--- src/rtl/imm_decomposer_if.sv ---
// -----------------------------------------------------------------------------
// imm_decomposer_if
//
// Handshake bundle for imm_decomposer. It carries both the upstream value
// channel and the downstream immediate-beat channel.
//
//   in_valid  / in_ready / in_data   : 64-bit value offered by the front end
//   out_valid / out_ready            : beat handshake towards instruction builder
//   out_imm                          : CHUNK_W-bit immediate for this beat
//   out_shift                        : chunk index (shift = CHUNK_W * out_shift)
//   out_keep                         : 0 = MOVZ (first beat), 1 = MOVK
//   out_last                         : final beat of the current value
//
// Modports:
//   master : producer/consumer side (drives in_*, out_ready)
//   slave  : imm_decomposer side
// -----------------------------------------------------------------------------
interface imm_decomposer_if #(
  parameter int DATA_W  = 64,
  parameter int CHUNK_W = 16
);
  localparam int NCH = DATA_W / CHUNK_W;
  localparam int SW  = (NCH > 1) ? $clog2(NCH) : 1;

  logic               in_valid;
  logic               in_ready;
  logic [DATA_W-1:0]  in_data;
  logic               out_valid;
  logic               out_ready;
  logic [CHUNK_W-1:0] out_imm;
  logic [SW-1:0]      out_shift;
  logic               out_keep;
  logic               out_last;

  modport master (
    output in_valid, in_data, out_ready,
    input  in_ready, out_valid, out_imm, out_shift, out_keep, out_last
  );

  modport slave (
    input  in_valid, in_data, out_ready,
    output in_ready, out_valid, out_imm, out_shift, out_keep, out_last
  );
endinterface

--- src/rtl/imm_decomposer.sv ---
// -----------------------------------------------------------------------------
// imm_decomposer
//
// Sequential constant-materialisation unit. Accepts one DATA_W-bit value and
// emits it as CHUNK_W-bit wide-immediate beats: one MOVZ followed by MOVKs,
// each tagged with its chunk index, always in ascending chunk order.
//
// Ports:
//   clk    : rising-edge clock
//   reset  : synchronous, active-high reset
//   bus    : imm_decomposer_if.slave (value input + beat output handshakes)
//   busy   : high while a value is being emitted
//
// Configuration:
//   IMM_DECOMP_ZERO_SKIP_EN defined   : zero chunks are skipped (1..NCH beats);
//                                       an all-zero value still emits a single
//                                       MOVZ #0 on chunk 0.
//   IMM_DECOMP_ZERO_SKIP_EN undefined : every value emits exactly NCH beats,
//                                       chunk 0..NCH-1, zero chunks included.
// -----------------------------------------------------------------------------
module imm_decomposer #(
  parameter int DATA_W  = 64,
  parameter int CHUNK_W = 16
) (
  input  logic              clk,
  input  logic              reset,
  imm_decomposer_if.slave   bus,
  output logic              busy
);
  localparam int NCH = DATA_W / CHUNK_W;
  localparam int SW  = (NCH > 1) ? $clog2(NCH) : 1;

  typedef enum logic [0:0] {IDLE, EMIT} state_t;

  state_t            state_q, state_d;
  logic [DATA_W-1:0] data_q;
  logic              first_q;   // next beat is the MOVZ of this value
  logic              accept;
  logic              fire;
  logic [SW-1:0]     idx;       // chunk index of the beat being presented
  logic              last;      // presented beat is the final one

  assign accept = bus.in_valid && bus.in_ready;
  assign fire   = bus.out_valid && bus.out_ready;

`ifdef IMM_DECOMP_ZERO_SKIP_EN
  logic [NCH-1:0] pend_q;    // chunks still to be emitted
  logic [NCH-1:0] in_mask;   // nonzero chunks of the incoming value
  logic [NCH-1:0] pend_clr;  // pending mask after the current beat retires

  // An all-zero value is forced to pend chunk 0 so it still yields one MOVZ #0.
  always_comb begin
    // NOTE: every always_comb target gets a default first so no latch is inferred.
    in_mask = '0;
    for (int i = 0; i < NCH; i++) begin
      in_mask[i] = |bus.in_data[i*CHUNK_W +: CHUNK_W];
    end
    if (in_mask == '0) in_mask[0] = 1'b1;
  end

  // Lowest set bit wins: scan downwards so the last hit is the smallest index.
  always_comb begin
    idx = '0;
    for (int i = NCH - 1; i >= 0; i--) begin
      if (pend_q[i]) idx = SW'(i);
    end
    pend_clr = pend_q & ~(NCH'(1) << idx);
    last     = (pend_clr == '0);
  end

  always_ff @(posedge clk) begin
    if (reset)       pend_q <= '0;
    else if (accept) pend_q <= in_mask;
    else if (fire)   pend_q <= pend_clr;
  end
`else
  logic [SW-1:0] cnt_q;

  assign idx  = cnt_q;
  assign last = (cnt_q == SW'(NCH - 1));

  always_ff @(posedge clk) begin
    if (reset)       cnt_q <= '0;
    else if (accept) cnt_q <= '0;
    else if (fire)   cnt_q <= cnt_q + 1'b1;
  end
`endif

  // NOTE: the value register carries no reset; its contents are only visible
  // in EMIT, which can be reached only after a fresh load.
  always_ff @(posedge clk) begin
    if (accept) data_q <= bus.in_data;
  end

  always_ff @(posedge clk) begin
    // NOTE: state is updated with <= so every flop samples pre-edge values.
    if (reset)       first_q <= 1'b0;
    else if (accept) first_q <= 1'b1;
    else if (fire)   first_q <= 1'b0;
  end

  // State register
  always_ff @(posedge clk) begin
    if (reset) state_q <= IDLE;
    else       state_q <= state_d;
  end

  // Next-state logic
  always_comb begin
    state_d = state_q;
    case (state_q)
      IDLE:    if (accept)       state_d = EMIT;
      EMIT:    if (fire && last) state_d = IDLE;
      default:                   state_d = IDLE;
    endcase
  end

  // Output logic: driven purely from registered state, zeroed outside EMIT.
  // in_ready is also gated by reset so it stays low while reset is held.
  always_comb begin
    bus.in_ready  = (state_q == IDLE) && !reset;
    busy          = 1'b0;
    bus.out_valid = 1'b0;
    bus.out_imm   = '0;
    bus.out_shift = '0;
    bus.out_keep  = 1'b0;
    bus.out_last  = 1'b0;
    if (state_q == EMIT) begin
      busy          = 1'b1;
      bus.out_valid = 1'b1;
      bus.out_imm   = data_q[idx*CHUNK_W +: CHUNK_W];
      bus.out_shift = idx;
      bus.out_keep  = !first_q;
      bus.out_last  = last;
    end
  end
endmodule

--- src/flat_wrapper.sv ---
// flat-port wrapper written by rule: the top's interface ports become plain ports
module imm_decomposer_flat 
#(
  parameter int DATA_W  = 64,
  parameter int CHUNK_W = 16
)
  (clk, reset, busy, bus_in_valid, bus_in_data, bus_out_ready, bus_in_ready, bus_out_valid, bus_out_imm, bus_out_shift, bus_out_keep, bus_out_last);
  imm_decomposer_if #(.DATA_W(DATA_W), .CHUNK_W(CHUNK_W)) bus_i ();
  input  logic clk;
  input  logic reset;
  output logic busy;
  input wire logic [$bits(bus_i.in_valid)-1:0] bus_in_valid;
  input wire logic [$bits(bus_i.in_data)-1:0] bus_in_data;
  input wire logic [$bits(bus_i.out_ready)-1:0] bus_out_ready;
  output wire logic [$bits(bus_i.in_ready)-1:0] bus_in_ready;
  output wire logic [$bits(bus_i.out_valid)-1:0] bus_out_valid;
  output wire logic [$bits(bus_i.out_imm)-1:0] bus_out_imm;
  output wire logic [$bits(bus_i.out_shift)-1:0] bus_out_shift;
  output wire logic [$bits(bus_i.out_keep)-1:0] bus_out_keep;
  output wire logic [$bits(bus_i.out_last)-1:0] bus_out_last;
  assign bus_i.in_valid = bus_in_valid;
  assign bus_i.in_data = bus_in_data;
  assign bus_i.out_ready = bus_out_ready;
  assign bus_in_ready = bus_i.in_ready;
  assign bus_out_valid = bus_i.out_valid;
  assign bus_out_imm = bus_i.out_imm;
  assign bus_out_shift = bus_i.out_shift;
  assign bus_out_keep = bus_i.out_keep;
  assign bus_out_last = bus_i.out_last;
  imm_decomposer #(.DATA_W(DATA_W), .CHUNK_W(CHUNK_W)) u_core (.clk(clk), .reset(reset), .bus(bus_i), .busy(busy));
endmodule
--- config.mk ---
export PLATFORM = sky130hd
export DESIGN_NAME = imm_decomposer_flat
export DESIGN_NICKNAME = d
export VERILOG_FILES = /design/src/rtl/imm_decomposer_if.sv /design/src/rtl/imm_decomposer.sv /design/src/flat_wrapper.sv
export SDC_FILE = /design/constraint.sdc
export NUM_CORES = 1
export LEC_CHECK = 0
export BUFFER_PORTS_ARGS = -buffer_cell sky130_fd_sc_hd__buf_2
export CAP_MARGIN = 40
export CORE_ASPECT_RATIO = 0.7
export CORE_UTILIZATION = 30
export DETAILED_ROUTE_END_ITERATION = 10
export SLEW_MARGIN = 10
export SYNTH_ARGS = -nofsm -noshare
export SYNTH_HDL_FRONTEND = slang
export SYNTH_SLANG_ARGS = --single-unit
--- constraint.sdc ---
create_clock -name clk -period 2.8 [get_ports clk]
set_input_delay 0.56 -clock clk [delete_from_list [all_inputs] [get_ports clk]]
set_output_delay 0.56 -clock clk [all_outputs]
set_load 0.01 [all_outputs]
==> results of run 1 <==
-- flip-flops by register name (all words and copies together), names as in the netlist --
signal	cells
u_core.cnt_q	2
u_core.data_q	64
u_core.first_q	1
u_core.state_q	1
-- cells by family after synthesis --
kind of cell,after synthesis
AO/OA/AOI/OAI,21
AND/OR/NAND/NOR,13
adder cells (fa/ha/maj),1
buffers and inverters,11
multiplexers,33
flip-flops,68
-- worst register-to-register path, stage by stage (launching register included) --
cell and delay [ps]:
dfxtp_1 410, nor2_1 180, and2_2 180, buf_12 290
-- layer usage --
layer,share of wire (%),wire length (um)
met5,0,0
met3,7.6,391
met2,46,2360
met4,1.5,75
met1,45,2320
-- area by class of cell --
cell class | instances | area (sq um) | area share, %
Timing Repair Buffer | 93 | 485 | 14.1
Tap cell | 120 | 150 | 4.35
Inverter | 2 | 7.51 | 0.218
Multi-Input combinational cell | 68 | 566 | 16.4
Sequential cell | 68 | 2000 | 58.1
Clock buffer | 11 | 233 | 6.75
Clock inverter | 1 | 3.75 | 0.109
-- worst max path at each step --
| stage | from | to | slack [ps] |
|---|---|---|---|
| 3_5_place_dp | u_core.state_q | bus_out_imm[11] | 610 |
| 6_report | u_core.state_q | bus_out_imm[13] | 340 |
| 3_3_place_gp | u_core.cnt_q[0] | bus_out_imm[5] | 650 |
| 2_1_floorplan | reset | u_core.data_q[0] | 60 |
| 5_1_grt | u_core.state_q | bus_out_imm[11] | 100 |
| 4_1_cts | u_core.state_q | bus_out_imm[11] | 260 |
-- cells in the final DEF, fill, tap and decap left out --
cell type,instances
a211oi_1,1
inv_1,2
nor2b_1,1
clkbuf_1,2
mux2i_1,32
o22ai_1,17
buf_12,1
nor2_1,2
and2_1,2
nand2_1,2
and2_2,1
a21oi_1,1
dfxtp_1,3
o32ai_2,1
clkinv_1,1
nand2b_1,4
edfxtp_1,64
clkbuf_16,9
mux2_4,1
ha_1,1
a21bo_2,1
dfxtp_2,1
buf_4,2
buf_2,90
or2_2,1
-- through the flow --
stage | instance area, sq um | util (%)
2_1_floorplan | 2650 | -
3_3_place_gp | 3210 | 37.7
3_5_place_dp | 3210 | 37.7
4_1_cts | 3450 | 40.5
5_1_grt | 3450 | 40.5
6_report | 3450 | 40.5
-- cell usage after synthesis (2+ instances only) --
library cell,instances
edfxtp_1,64
mux2i_1,32
o22ai_1,17
buf_6,4
dfxtp_1,4
nand2b_1,4
and2_1,3
buf_4,3
inv_1,2
nand2_1,2
nor2_1,2
-- report_power, final --
group | leakage (nW) | total, mW | internal [mW] | switching (mW)
clock | 0.115 | 0.922 | 0.574 | 0.348
sequential | 0.626 | 1.18 | 1.16 | 0.0187
combinational | 0.568 | 0.163 | 0.0828 | 0.0798
==> results.cfg, run 1 <==
[status]
status = finished, final reports clean

[routing]
drt_pre_antenna_iters = 6
drc = 0
drtIter0Drc = 75
avgViaCountPerCell = 4.27
ant_nets = 0
wire_per_inst_um = 14.2
dr_total_vias = 1551
wirelength_mm = 5.15

[clock_tree]
clkTransAtPathRegs_ps = 50
numCtsBuffers = 9
post-cts-setup-buffers = 0
htreeDepth = 3
postCtsHoldBufs = 0
clkLatencyLatePin_ps = 320
cts_buffer_depth = 2
cts_tree = built
post_cts_resized = 0
cts_sinks = 68
root_buffer = clkbuf_16

[setup_path]
cp.depth = 3
cp_cell_sequence = nand2b_1 > o22ai_1 > buf_2
arrival_ps = 1900
required_ps = 2240
r2r_start = u_core.state_q
critPathCaptureType = output pin
reg2reg_to = u_core.data_q[3]
path_buf_inv = 1
start_kind = flop
cp_max_fo = 16
path_class = reg2out
r2r_setup_slack_ps = 1340
critPathMaxStageDelay_ps = 530
slowest_stage = dfxtp_1
r2r_cells = 3
critPathTopFamily = flip-flops

[logic_synthesis]
synth.distinct_cells = 21
yosys.area_share.simple_pct = 2.69
synthTopCellsByArea = edfxtp_1 (72%), mux2i_1 (12%), o22ai_1 (4.0%)
synth_area_leader_cell = edfxtp_1
synthCells = 147
synth_xor_area_share_pct = 0
ys_async_sr_fraction_pct = 0
synth_compound_area_share_pct = 5.47
ys.flop_type = edfxtp_1
synth_seq_area_share_pct = 75.5
syn_nets = 216
synth_area_per_cell_sq_um = 18.0
yosysWarnings = 0
synthMuxAreaShare_pct = 12.6
synth-seq-cells = 68
synthAdderAreaFrac_pct = 0.472
synth-edff-count = 64
synth_top_area_share_pct = 72.5
synth_top_family_by_area = multiplexers
netlist_area_sq_um = 2650

[floorplan]
rows = 28
core_area_sq_um = 8510
die-area_sq_um = 9220
initial_core_util_pct = 31.1
die_h_um = 80.7
io_pins = 91
dieWidth_um = 114

[cells_and_area]
diodes = 0
fin_nets = 311
layout.cells.non_filler = 363
fillers = 787
layout-drive-gt1-share_pct = 44.4
syn_to_final_growth_pct = 30.1

[flow_run]
drv_cap = 0

[grt]
grt_max_degree = 65
use_met3_pct = 5.96
use_met2_pct = 17.8
grt_usage_pct = 12.0
grt_pass1_vias = 1496
grt_pass1_wl_mm = 7.70
antenna_found_initial = 0
overflow = 0
gr-usage-met1_pct = 14.6
grt-busiest-layer = met2

[sta]
rsz0062_at_grt = false
clock_skew_ps = 3.04
relSlewSlack_pct = 45.1
setup_tns_ps = 0
period_minus_slack_ps = 2460
fin_ws_ps = 337
slew_viol_final = 0
timing.final.crit_share_pct = 88.0
setup_viol = 0
hold_viol_final = 0
holdWs_ps = 412
tightest_slew_ps = 823
fmax_mhz = 406

[placement]
gp_congestion = 0.659
port_buffers = 90
dpl.hpwl_mm = 3.45
dp.cells = 351
dp_slack_ps = 613

[power]
power_mw = 2.27
peakVddDrop_mv = 0.311
p_leak_nw = 1.31
powerDensity_nw_per_um2 = 657

[min_path]
holdPathStages = 1
hold_end = u_core.data_q[44]
worstHoldStart = bus_in_data[44]
hold_path_class = in2reg
Power figures use the tool's default switching activity.
==> run 2: changes to the inputs <==
--- a/config.mk
+++ b/config.mk
@@ -6,9 +6,9 @@
 export NUM_CORES = 1
 export LEC_CHECK = 0
 export BUFFER_PORTS_ARGS = -buffer_cell sky130_fd_sc_hd__buf_2
-export CAP_MARGIN = 40
 export CORE_ASPECT_RATIO = 0.7
 export CORE_UTILIZATION = 30
+export CTS_BUF_LIST = sky130_fd_sc_hd__clkbuf_4 sky130_fd_sc_hd__clkbuf_8
 export DETAILED_ROUTE_END_ITERATION = 10
 export SLEW_MARGIN = 10
 export SYNTH_ARGS = -nofsm -noshare
==> run 2 against run 1 <==
Cell area decreased by 2.7%. Critical path depth unchanged. Flip-flop and latch count unchanged. Clock-buffer cell count unchanged. Setup slack got worse by 28 ps. Clock power decreased by 32%. Sequential share of layout area increased by 1.6 points. Clock skew increased by 1.2 ps. Register-to-register slack about the same. Critical path type unchanged.
==> results.cfg, run 2 (synthesis results as in run 1) <==
[status]
status = finished, final reports clean

[floorplan]
dieWidth_um = 114
die-area_sq_um = 9220
initial_core_util_pct = 31.1
core_area_sq_um = 8510
die_h_um = 80.7
io_pins = 91
rows = 28

[clock_tree]
clkTransAtPathRegs_ps = 60
cts_tree = built
htreeDepth = 3
cts_sinks = 68
clkLatencyLatePin_ps = 330
post_cts_resized = 0
root_buffer = clkbuf_8
numCtsBuffers = 9
postCtsHoldBufs = 0
post-cts-setup-buffers = 0
cts_buffer_depth = 2

[sta]
timing.final.crit_share_pct = 89.0
relSlewSlack_pct = 43.6
tightest_slew_ps = 847
slew_viol_final = 0
period_minus_slack_ps = 2490
clock_skew_ps = 4.27
setup_tns_ps = 0
rsz0062_at_grt = false
fmax_mhz = 401
setup_viol = 0
hold_viol_final = 0

[cells_and_area]
fin_nets = 311
postLayoutCellArea_sq_um = 3350
largest_reg_flops = 64
diodes = 0
top_regs = u_core.data_q x64, u_core.cnt_q x2
top_register = u_core.data_q
layout-drive-gt1-share_pct = 45.3
final_util_pct = 39.4
mostFrequentLayoutCell = buf_2
syn_to_final_growth_pct = 26.5
fillers = 801
regArea_sq_um = 2000
mostFrequentLayoutCells = buf_2 (90), edfxtp_1 (64), mux2i_1 (32), o22ai_1 (17), clkbuf_8 (9)
layout.cells.non_filler = 363
multi_input_area_sq_um = 566

[routing]
drt_pre_antenna_iters = 4
dr_total_vias = 1537
wire_per_inst_um = 14.1
wirelength_mm = 5.13
avgViaCountPerCell = 4.23
ant_nets = 0
drtIter0Drc = 67
drc = 0

[placement]
dp.cells = 351
place_area_sq_um = 3210
port_buffers = 90
dpl.hpwl_mm = 3.45
gp_congestion = 0.659

[setup_path]
start_kind = flop
critPathMaxStageDelay_ps = 540
critPathTopFamily = simple AND/OR/NAND/NOR gates
cp_max_fo = 16
cp_cell_sequence = nand2b_1 > o22ai_1 > buf_2
critPathCaptureType = output pin
arrival_ps = 1930
required_ps = 2240
path_class = reg2out
slowest_stage = nand2b_1
path_buf_inv = 1

[grt]
grt_usage_pct = 11.9
grt_pass1_vias = 1499
grt_max_degree = 65
grt_pass1_wl_mm = 7.64
overflow = 0
antenna_found_initial = 0

[min_path]
hold_path_class = in2reg

[power]
p_leak_nw = 1.27
peakVddDrop_mv = 0.337
powerDensity_nw_per_um2 = 588

[flow_run]
drv_cap = 0
run 2: layout make-up:
| class | instances | share of cell area (%) |
|---|---|---|
| inverter | 2 | 0.224 |
| sequential | 68 | 59.7 |
| clock inverter | 1 | 0.112 |
| multi-input combinational | 68 | 16.9 |
| timing repair buffer | 93 | 14.5 |
| tap | 120 | 4.48 |
| clock buffer | 11 | 4.14 |
run 2: worst paths after layout:
kind	startpoint	to	cells after the start	slack (ps)
min	bus_in_data[44]	u_core.data_q[44]	1	400
max reg2reg	u_core.state_q	u_core.data_q[35]	3	1340
min reg2reg	u_core.cnt_q[1]	u_core.cnt_q[1]	2	520
max	u_core.state_q	bus_out_imm[11]	3	310
run 2: stage by stage:
step | hold WS [ps] | total power, mW | setup WS, ps
after global routing | 367 | 2.06 | 68.7
after detailed placement | 514 | 1.37 | 613
after floorplan | 495 | 1.28 | 56.9
final | 398 | 1.97 | 308
after CTS | 371 | 2.00 | 237
after global placement | 512 | 1.36 | 647
run 2: worst reg2reg max path, cell delays in order, from the launching register on:
cell and delay [ps]:
dfxtp_1 410, nor2_1 180, and2_2 180, buf_12 280
run 2: layer usage:
layer  GRT usage, %  wire [um]
met5              0          0
met4           5.45         85
met3           5.96        347
met2           17.5       2380
met1           14.6       2320
run 2: power breakdown:
group	switching [mW]	internal [mW]	total [mW]
Combinational	0.0803	0.0829	0.163
Sequential	0.0186	1.16	1.18
Clock	0.312	0.318	0.631
